<file path="src/rtl/dmem_arbiter.sv">
// dmem_arbiter: two-port data memory arbiter; define DMEM_ARB_ROUND_ROBIN_EN for round-robin ties with MAX_BURST limit, else port 0 has fixed priority
module dmem_arbiter #(
  parameter int unsigned MAX_BURST = 4
) (
  input  logic        clk,
  input  logic        reset,
  input  logic        req0,
  input  logic        we0,
  input  logic [31:0] addr0,
  input  logic [31:0] wdata0,
  output logic        gnt0,
  output logic        rvalid0,
  output logic [31:0] rdata0,
  input  logic        req1,
  input  logic        we1,
  input  logic [31:0] addr1,
  input  logic [31:0] wdata1,
  output logic        gnt1,
  output logic        rvalid1,
  output logic [31:0] rdata1,
  output logic        mem_we,
  output logic [31:0] mem_addr,
  output logic [31:0] mem_wdata,
  input  logic [31:0] mem_rdata
);
  typedef enum logic [1:0] {NONE, P0, P1} owner_t;
  owner_t      owner_q, owner_d;
  logic [3:0]  cnt_q, cnt_d;
  logic        rvalid0_q, rvalid0_d, rvalid1_q, rvalid1_d;
  logic [31:0] rdata0_q, rdata0_d, rdata1_q, rdata1_d;
  logic        sel0, sel1;
`ifdef DMEM_ARB_ROUND_ROBIN_EN
  logic        last_q, last_d;
  logic        at_limit;
  assign at_limit = cnt_q >= 4'(MAX_BURST);
  // Contested cycles: owner keeps the port until its burst is spent; from idle the port not served last wins
  always_comb begin
    sel0 = req0 && (!req1 || (owner_q == P0 ? !at_limit : owner_q == P1 ? at_limit : last_q));
    sel1 = req1 && !sel0;
  end
  assign last_d = gnt1 ? 1'b1 : gnt0 ? 1'b0 : last_q;
  // Last-served pointer (1 = port 1); its reset value makes port 0 win the first tie
  always_ff @(posedge clk or posedge reset) begin
    if (reset) last_q <= 1'b1;
    else       last_q <= last_d;
  end
`else
  // Port 0 wins every conflict and pre-empts port 1
  always_comb begin
    sel0 = req0;
    sel1 = req1 && !req0;
  end
`endif
  assign gnt0 = sel0 && !reset;
  assign gnt1 = sel1 && !reset;
  // Memory request muxed from the granted port, all zero when nobody holds the grant
  always_comb begin
    mem_we    = gnt0 ? we0 : gnt1 ? we1 : 1'b0;
    mem_addr  = gnt0 ? addr0 : gnt1 ? addr1 : '0;
    mem_wdata = gnt0 ? wdata0 : gnt1 ? wdata1 : '0;
  end
  // Next owner, burst count (wraps to 1 past MAX_BURST) and read capture
  always_comb begin
    owner_d   = gnt0 ? P0 : gnt1 ? P1 : NONE;
    cnt_d     = !(gnt0 || gnt1) ? 4'd0 :
                (owner_d == owner_q && cnt_q < 4'(MAX_BURST)) ? cnt_q + 4'd1 : 4'd1;
    rvalid0_d = gnt0 && !we0;
    rvalid1_d = gnt1 && !we1;
    rdata0_d  = rvalid0_d ? mem_rdata : rdata0_q;
    rdata1_d  = rvalid1_d ? mem_rdata : rdata1_q;
  end
  // Arbiter state and registered read responses; reset also cancels any pending rvalid
  always_ff @(posedge clk or posedge reset) begin
    if (reset) begin
      owner_q   <= NONE;
      cnt_q     <= 4'd0;
      rvalid0_q <= 1'b0;
      rvalid1_q <= 1'b0;
      rdata0_q  <= '0;
      rdata1_q  <= '0;
    end else begin
      owner_q   <= owner_d;
      cnt_q     <= cnt_d;
      rvalid0_q <= rvalid0_d;
      rvalid1_q <= rvalid1_d;
      rdata0_q  <= rdata0_d;
      rdata1_q  <= rdata1_d;
    end
  end
  assign rvalid0 = rvalid0_q;
  assign rvalid1 = rvalid1_q;
  assign rdata0  = rdata0_q;
  assign rdata1  = rdata1_q;
endmodule
</file>
<file path="config.mk">
export PLATFORM = sky130hd
export DESIGN_NAME = dmem_arbiter
export DESIGN_NICKNAME = d
export VERILOG_FILES = /design/src/rtl/dmem_arbiter.sv
export SDC_FILE = /design/constraint.sdc
export NUM_CORES = 1
export LEC_CHECK = 0
export CAP_MARGIN = 20
export CORE_AREA = 3 3 115 117
export CTS_CLUSTER_SIZE = 30
export DETAILED_ROUTE_END_ITERATION = 10
export DIE_AREA = 0 0 118 120
export PLACE_DENSITY_LB_ADDON = 0.3
export SETUP_SLACK_MARGIN = 0.02
export SYNTH_ARGS = -nofsm -noshare
export SYNTH_HDL_FRONTEND = slang
export SYNTH_SLANG_ARGS = --single-unit
</file>
<file path="constraint.sdc">
create_clock -name clk -period 4.9 [get_ports clk]
set_clock_uncertainty 0.05 [all_clocks]
set_input_delay 0.49 -clock clk [delete_from_list [all_inputs] [get_ports clk]]
set_output_delay 0.49 -clock clk [all_outputs]
set_load 0.1 [all_outputs]
</file>
==> run_results.csv, run 1 <==
group,metric,value,unit
run_status,run_status,"finished clean",
worst_setup_path,cp-end-kind,"output port",
sta,relSlewSlack,30.7,%
logic_synthesis,synth.yosys.seq_area_share,45.1,%
clocking,clock_latency,0.32,ns
worst_setup_path,required,4.36,ns
sta,tns,0,ns
drt,wl_per_cell,17.2,um
clocking,cts_sinks,66,
clocking,cts.clk_slew.worst_paths,0.05,ns
logic_synthesis,syn-cell-area,3660,sq um
logic_synthesis,synth_nets,532,
clocking,ctsLongestPathBuffers,2,
drt,drtIter0Drc,200,
logic_synthesis,synth_cells,366,
floorplanning,core-area,12500,sq um
sta,setup_viol,0,
floorplanning,ios,299,
drt,wirelength,14200,um
logic_synthesis,ys_seq_elements,66,
sta,fin_crit,3.53,ns
worst_setup_path,slowest_delay,1.16,ns
logic_synthesis,synth_cell_types,16,
clocking,ctsHoldBuffers,0,
clocking,numCtsBuffers,9,
worst_setup_path,crit_chain,"buf_2 -> buf_4 -> nand2_1 -> a21oi_1 -> clkdlybuf4s50_1",
grt,grt_antenna_before_repair,4,
grt,grt_pass1_vias,3909,
worst_setup_path,critPathLaunchType,"input port",
power_and_ir_drop,ir_drop,0.000374,V
placement,port_buffers,298,
power_and_ir_drop,p_per_area,426,nW/um^2
logic_synthesis,yosys_warnings,0,
clocking,root_buffer,"clkbuf_16",
sta,tightest_slew,1.04,ns
sta,hold_viol,0,
finish,fillCellCount,1106,
floorplanning,die_y,120,um
power_and_ir_drop,p_leak,2.71,nW
clocking,cts_tree,"yes",
grt,grt_pass1_wl,21700,um
sta,rsz0062_at_grt,"no",
grt,overflow,0,
worst_setup_path,critPathArrivalTime,2.99,ns
drt,routed-via-count,3952,
finish,layout_commonest_cell,"clkdlybuf4s50_1",
floorplanning,row_count,41,
grt,track_usage,19.4,%
floorplanning,die-area,14200,sq um
worst_setup_path,crit_fanout,70,
sta,timing.final.crit_share,72.1,%
drt,ant_nets,0,
finish,final_cell_mix,"clkdlybuf4s50_1 (295), dfrtp_1 (66), nand2_1 (65), nand3b_1 (65), a21oi_1 (65)",
logic_synthesis,syn_area_per_cell,10.0,sq um
finish,drive_above_1_share,13.5,%
grt,grt_max_degree,71,
clocking,post_cts_buffers,0,
finish,nets,813,
worst_hold_path,hp-class,"reg2reg",
drt,drc,0,
run,drv_cap,0,
sta,max_freq,283,MHz
floorplanning,die_width,118,um
worst_setup_path,worst-setup-path-type,"in2out",
sta,slew_viol_final,0,
sta,holdWs,0.435,ns
placement,gp_congestion,0.889,
placement,hpwl,11000,um
drt,via_per_inst,4.78,
clocking,post_cts_resized,0,
worst_setup_path,worst_path_max_delay_cell,"clkdlybuf4s50_1",
drt,drtPass1Iterations,4,
finish,area_growth,92.0,%
floorplanning,start_util,29.4,%
clocking,htreeDepth,3,
metal layers:
layer / GRT usage, % / up-vias / share of wire, %
met5: 0 / - / 0.091
met4: 9.30 / 2 / 2.8
met2: 32.3 / 201 / 49
li1: - / 1840 / -
met1: 22.2 / 1881 / 38
met3: 7.30 / 28 / 9.5
worst max-delay path: cells and delay by family:
| family | cells | cell delay, ns |
|---|---|---|
| buf+inv | 3 | 2.27 |
| compound gates | 1 | 0.14 |
| simple gates | 1 | 0.07 |
area by class of cell:
type                    count  area [sq um]  area share (%)
well taps                 172           215            3.06
multi-input cells         263          1830            26.1
clock buffers              14           274            3.89
flip-flops and latches     66          1650            23.5
repair buffers            306          3040            43.2
clock inverters             2          10.0           0.142
inverters                   1          3.75          0.0533
diodes                      3          7.51           0.107
report_power, final:
part	total (mW)	internal [mW]	switching [mW]
combinational	1.69	0.453	1.24
sequential	0.711	0.655	0.0561
clock	0.592	0.382	0.210
synthesized netlist by cell type:
library cell / n / area share [%]
mux2_1: 4 / 1.2
clkbuf_1: 22 / 2.3
nor3b_1: 1 / 0.20
nor3b_2: 1 / 0.34
inv_1: 1 / 0.10
buf_6: 4 / 1.2
nand3b_1: 65 / 13
buf_4: 4 / 0.82
dfrtp_1: 66 / 45
buf_2: 1 / 0.14
nor2b_1: 1 / 0.17
a21oi_1: 65 / 8.9
buf_1: 5 / 0.51
mux2_2: 60 / 18
nand2_1: 65 / 6.7
nor4b_4: 1 / 0.65
sequential cells by signal (all words and copies together) (netlist names):
signal and flops:
rvalid0 1, rdata0 32, rdata1 32, rvalid1 1
logic make-up after synthesis:
logic type / after synthesis / synth area share, %
flops: 66 / 45.1
buf+inv: 37 / 5.05
mux: 64 / 19.7
simple gates: 134 / 21.3
compound gates: 65 / 8.88
metrics by stage:
step | total power [mW] | utilization [%] | area (sq um) | std cells | setup slack (ns)
floorplan | 1.93 | - | 3660 | 366 | 1.13
global placement | 2.40 | 54.1 | 6750 | 808 | 1.44
global route | 3.10 | 56.4 | 7040 | 827 | 1.22
finish | 3.00 | 56.4 | 7040 | 827 | 1.37
CTS | 3.02 | 56.4 | 7030 | 824 | 1.37
detailed placement | 2.42 | 54.1 | 6750 | 808 | 1.37
path summary, 6_finish.rpt:
check	startpoint	end	slack (ns)	cells past startpoint
setup reg to reg	rdata1[22]	rdata1[22]	4.07	1
setup / recovery	req0	mem_we	1.37	5
min in group asynchronous	reset	rdata0[24]	0.63	2
hold / removal	rdata0[8]	rdata0[8]	0.43	1
max in group asynchronous	reset	rdata0[5]	3.30	3
hold reg to reg	rdata0[8]	rdata0[8]	0.43	1
No activity file was read; power rests on OpenSTA's default activity.
==> run 2, diff against run 1 <==
CORE_AREA = 3 3 116 118   (was 3 3 115 117)
DIE_AREA = 0 0 119 121   (was 0 0 118 120)
clock period = 3.6 ns   (was 4.9 ns; I/O delays follow)
==> run 2 against run 1 <==
  * Worst setup slack got worse by 0.26 ns
  * Non-clock buffer count is 2 lower
  * Sequential power is 36% higher
  * Clock power is 64% higher
  * Power increased by 41%
  * Register-to-register slack lost 1.3 ns
  * Sequential cell count stayed put
  * First-iteration DRC count shrank 17%
  * Largest power group unchanged
  * Highest routed layer unchanged
==> run_results.csv, run 2 (same netlist as run 1, synthesis figures left out) <==
group,metric,value,unit
finish,fillCellCount,1092,
worst_setup_path,cp-end-kind,"output port",
drt,routed-via-count,3962,
run_status,run_status,"finished clean",
sta,tns,0,ns
worst_setup_path,required,3.19,ns
drt,drtPass1Iterations,4,
sta,setup_viol,0,
worst_setup_path,critPathLaunchType,"input port",
floorplanning,die_width,119,um
floorplanning,core-area,12600,sq um
drt,via_per_inst,4.81,
sta,fin_ws,1.11,ns
sta,timing.final.crit_share,69.3,%
floorplanning,ios,299,
worst_setup_path,r2r_start,"rdata1[9]",
run,drv_cap,0,
clocking,cts_tree,"yes",
clocking,numCtsBuffers,9,
clocking,cts_sinks,66,
clocking,post_cts_buffers,0,
drt,wirelength,14900,um
finish,nets,811,
placement,hpwl,11500,um
placement,port_buffers,298,
sta,rsz0062_at_grt,"no",
worst_setup_path,critPathArrivalTime,2.08,ns
clocking,cts.clk_slew.worst_paths,0.05,ns
grt,grt_pass1_vias,4018,
sta,hold_viol,0,
worst_hold_path,hp-class,"reg2reg",
floorplanning,start_util,29.2,%
finish,seq_area,1650,sq um
clocking,ctsHoldBuffers,0,
grt,grt_antenna_before_repair,3,
sta,tightest_slew,1.05,ns
clocking,root_buffer,"clkbuf_16",
sta,fin_crit,2.49,ns
finish,drive_above_1_share,23.7,%
sta,max_freq,401,MHz
grt,overflow,0,
sta,slew_viol_final,0,
placement,dp_slack,1.11,ns
floorplanning,die-area,14400,sq um
finish,area_growth,88.3,%
finish,layout_commonest_cell,"clkdlybuf4s50_1",
grt,track_usage,20.1,%
clocking,htreeDepth,3,
power_and_ir_drop,ir_drop,0.000573,V
floorplanning,row_count,41,
grt,grt_pass1_wl,22700,um
clocking,ctsLongestPathBuffers,2,
drt,wl_per_cell,18.1,um
drt,drc,0,
grt,grt_max_degree,73,
power_and_ir_drop,p_per_area,614,nW/um^2
clocking,post_cts_resized,0,
finish,multi_input_area,1830,sq um
drt,drtIter0Drc,166,
power_and_ir_drop,p_leak,2.84,nW
worst_setup_path,worst-setup-path-type,"in2out",
worst_setup_path,crit_path_start,"req0",
drt,ant_nets,0,
floorplanning,die_y,121,um
finish,final_cell_mix,"clkdlybuf4s50_1 (228), buf_4 (72), dfrtp_1 (66)",
clocking,clock_latency,0.31,ns
sta,relSlewSlack,29.8,%
placement,gp_congestion,0.938,
worst_hold_path,worstHoldStart,"rdata0[8]",
worst_setup_path,crit_fanout,72,
-- run 2: cell type report --
cell class	count	area share, %
clock buffer	10	3.32
tap	172	3.12
sequential	66	23.9
multi-input combinational	263	26.6
inverter	1	0.0544
timing repair buffer	304	41.4
antenna	2	0.0725
clock inverter	6	1.52
-- run 2: final timing paths --
kind                                end  slack, ns  cells past startpoint
setup / recovery           mem_addr[28]       1.11                      5
max in group asynchronous     rdata0[2]       2.47                      3
hold / removal                rdata0[8]       0.44                      1
hold reg to reg               rdata0[8]       0.44                      1
min in group asynchronous    rdata1[29]       0.47                      3
setup reg to reg              rdata1[9]       2.76                      1
-- run 2: worst max-delay path, cell delays in order --
cell and delay [ns]:
buf_2 0.73, buf_12 0.33, nand2_1 0.10, a21oi_1 0.20, buf_4 0.33
-- run 2: routing by layer --
metal  wire [um]  global-route usage [%]  up-vias
met2        7270                    33.5      187
met4         286                    6.81        2
met1        5820                    23.2     1914
li1            -                       -     1839
met3        1550                    8.58       20
met5          13                       0        -
-- run 2: stage by stage --
| step | cells | power [mW] | utilization (%) | hold slack, ns | cell area, sq um |
|---|---|---|---|---|---|
| after floorplan | 366 | 2.63 | - | 0.445 | 3660 |
| after CTS | 822 | 4.27 | 54.9 | 0.449 | 6900 |
| after global placement | 806 | 3.26 | 52.2 | 0.417 | 6560 |
| final | 824 | 4.23 | 54.9 | 0.441 | 6900 |
| after detailed placement | 806 | 3.28 | 52.2 | 0.432 | 6560 |
| after global routing | 824 | 4.38 | 54.9 | 0.466 | 6900 |
-- run 2: report_power, final --
group	leakage (nW)	switching (mW)	internal (mW)	total, mW
combinational	1.88	1.70	0.600	2.30
sequential	0.790	0.0771	0.891	0.969
clock	0.166	0.297	0.672	0.969
==> run 3, diff against run 2 <==
CORE_AREA = not set   (was 3 3 116 118)
CORE_MARGIN = 3   (was not set)
CORE_UTILIZATION = 30   (was not set)
DIE_AREA = not set   (was 0 0 119 121)
clock period = 2 ns   (was 3.6 ns; I/O delays follow)
==> run 3 against run 2 <==
  * Critical path type unchanged
  * Count of clock-buffer cells in the layout grew 3
  * Largest cell class unchanged
  * Global-route usage up 2.7 points
  * Sequential cell count unchanged
  * Register-to-register slack worse by 1.6 ns
  * Die area down 5.7%
  * Design area grew 20%
  * Routed wire length increased by 6.5%
==> run_results.csv, run 3 (same netlist as run 1, synthesis figures left out) <==
group,metric,value,unit
floorplanning,start_util,31.4,%
finish,final_area,8310,sq um
run_status,run_status,"finished clean",
worst_setup_path,critPathArrivalTime,1.36,ns
power_and_ir_drop,p_leak,3.21,nW
worst_setup_path,path_buf_inv,3,
worst_setup_path,required,1.75,ns
power_and_ir_drop,ir_drop,0.00119,V
floorplanning,die-area,13600,sq um
finish,drive_above_1_share,44.5,%
drt,routed-via-count,3944,
worst_setup_path,slowest_delay,0.34,ns
clocking,htreeDepth,3,
drt,drc,0,
placement,gp_congestion,0.781,
drt,wirelength,15900,um
finish,seq_area,1650,sq um
floorplanning,die_y,117,um
clocking,numCtsBuffers,9,
sta,timing.final.crit_share,80.7,%
finish,multi_input_area,2530,sq um
drt,ant_nets,0,
clocking,cts_tree,"yes",
floorplanning,ios,299,
clocking,cts.clk_slew.worst_paths,0.05,ns
clocking,post_cts_buffers,0,
placement,port_buffers,298,
worst_setup_path,crit_chain,"buf_2 -> buf_4 -> nand2_1 -> a21oi_4 -> buf_12",
placement,placed_area,8030,sq um
floorplanning,row_count,39,
worst_setup_path,worst-setup-path-type,"in2out",
clocking,post_cts_resized,0,
clocking,cts_sinks,66,
power_and_ir_drop,p_per_area,916,nW/um^2
placement,hpwl,12700,um
clocking,ctsLongestPathBuffers,2,
worst_setup_path,cp-end-kind,"output port",
worst_hold_path,hp-class,"in2async",
grt,grt_pass1_vias,4275,
grt,grt_pass1_wl,23800,um
grt,grt_antenna_before_repair,1,
sta,max_freq,619,MHz
sta,fin_ws,0.386,ns
sta,rsz0062_at_grt,"no",
sta,tightest_slew,0.521,ns
sta,hold_viol,0,
run,drv_cap,0,
grt,overflow,0,
sta,tns,0,ns
finish,nets,818,
drt,via_per_inst,4.93,
sta,slew_viol_final,0,
floorplanning,core-area,11700,sq um
grt,track_usage,22.8,%
clocking,ctsHoldBuffers,0,
floorplanning,die_width,117,um
clocking,clock_latency,0.32,ns
worst_setup_path,worst_path_max_delay_cell,"buf_4",
sta,relSlewSlack,65.2,%
finish,final_cell_mix,"clkdlybuf4s50_1 (162), buf_12 (74), buf_4 (72), dfrtp_1 (66)",
drt,drtPass1Iterations,4,
sta,setup_viol,0,
worst_setup_path,critical-path-top-delay-family,"buffers and inverters",
worst_setup_path,critPathLaunchType,"input port",
clocking,root_buffer,"clkbuf_16",
sta,fin_crit,1.61,ns
finish,utilization,71.2,%
worst_setup_path,crit_fanout,31,
drt,wl_per_cell,19.9,um
finish,fillCellCount,822,
finish,area_growth,127,%
finish,layout_commonest_cell,"clkdlybuf4s50_1",
placement,dp_slack,0.224,ns
grt,grt_max_degree,60,
drt,drtIter0Drc,165,
==> run 3: layout make-up <==
cell class                      count  share of cell area [%]
Antenna cell                        1                  0.0301
Clock buffer                       13                    3.13
Clock inverter                      2                   0.151
Inverter                            1                  0.0904
Multi-Input combinational cell    263                    30.4
Sequential cell                    66                    19.9
Tap cell                          143                    2.15
Timing Repair Buffer              311                    44.1
==> run 3: report_power, final <==
group          switching, mW  internal (mW)
logic                   3.19           1.25
registers              0.153           1.61
clock network          0.514          0.896
==> run 3: layer usage <==
layer	part of all wire (%)	global-route usage, %
met1	35	23.3
met3	9.1	8.34
met5	0	0
met4	3.3	8.97
met2	53	42.0
==> run 3: final timing paths <==
| kind | start | slack [ns] | cells past startpoint | endpoint |
|---|---|---|---|---|
| setup / recovery | req0 | 0.39 | 5 | mem_wdata[9] |
| hold / removal | reset | 0.29 | 3 | rdata1[16] |
| setup reg to reg | rdata0[8] | 1.15 | 1 | rdata0[8] |
| hold reg to reg | rdata1[24] | 0.43 | 1 | rdata1[24] |
| max in group asynchronous | reset | 1.04 | 4 | rdata1[0] |
| min in group clk | req1 | 0.36 | 3 | rvalid1 |
==> run 3: through the flow <==
step / power, mW / hold slack (ns) / std cells
after floorplan: 4.89 / 0.285 / 366
after global placement: 6.17 / 0.422 / 784
after detailed placement: 6.23 / 0.429 / 784
after CTS: 7.67 / 0.301 / 799
after global routing: 7.87 / 0.340 / 800
final: 7.61 / 0.288 / 800
==> run 3: tightest hold or removal path, delay by kind of cell <==
family / cells / cell delay [ns]
buf+inv: 3 / 0.87
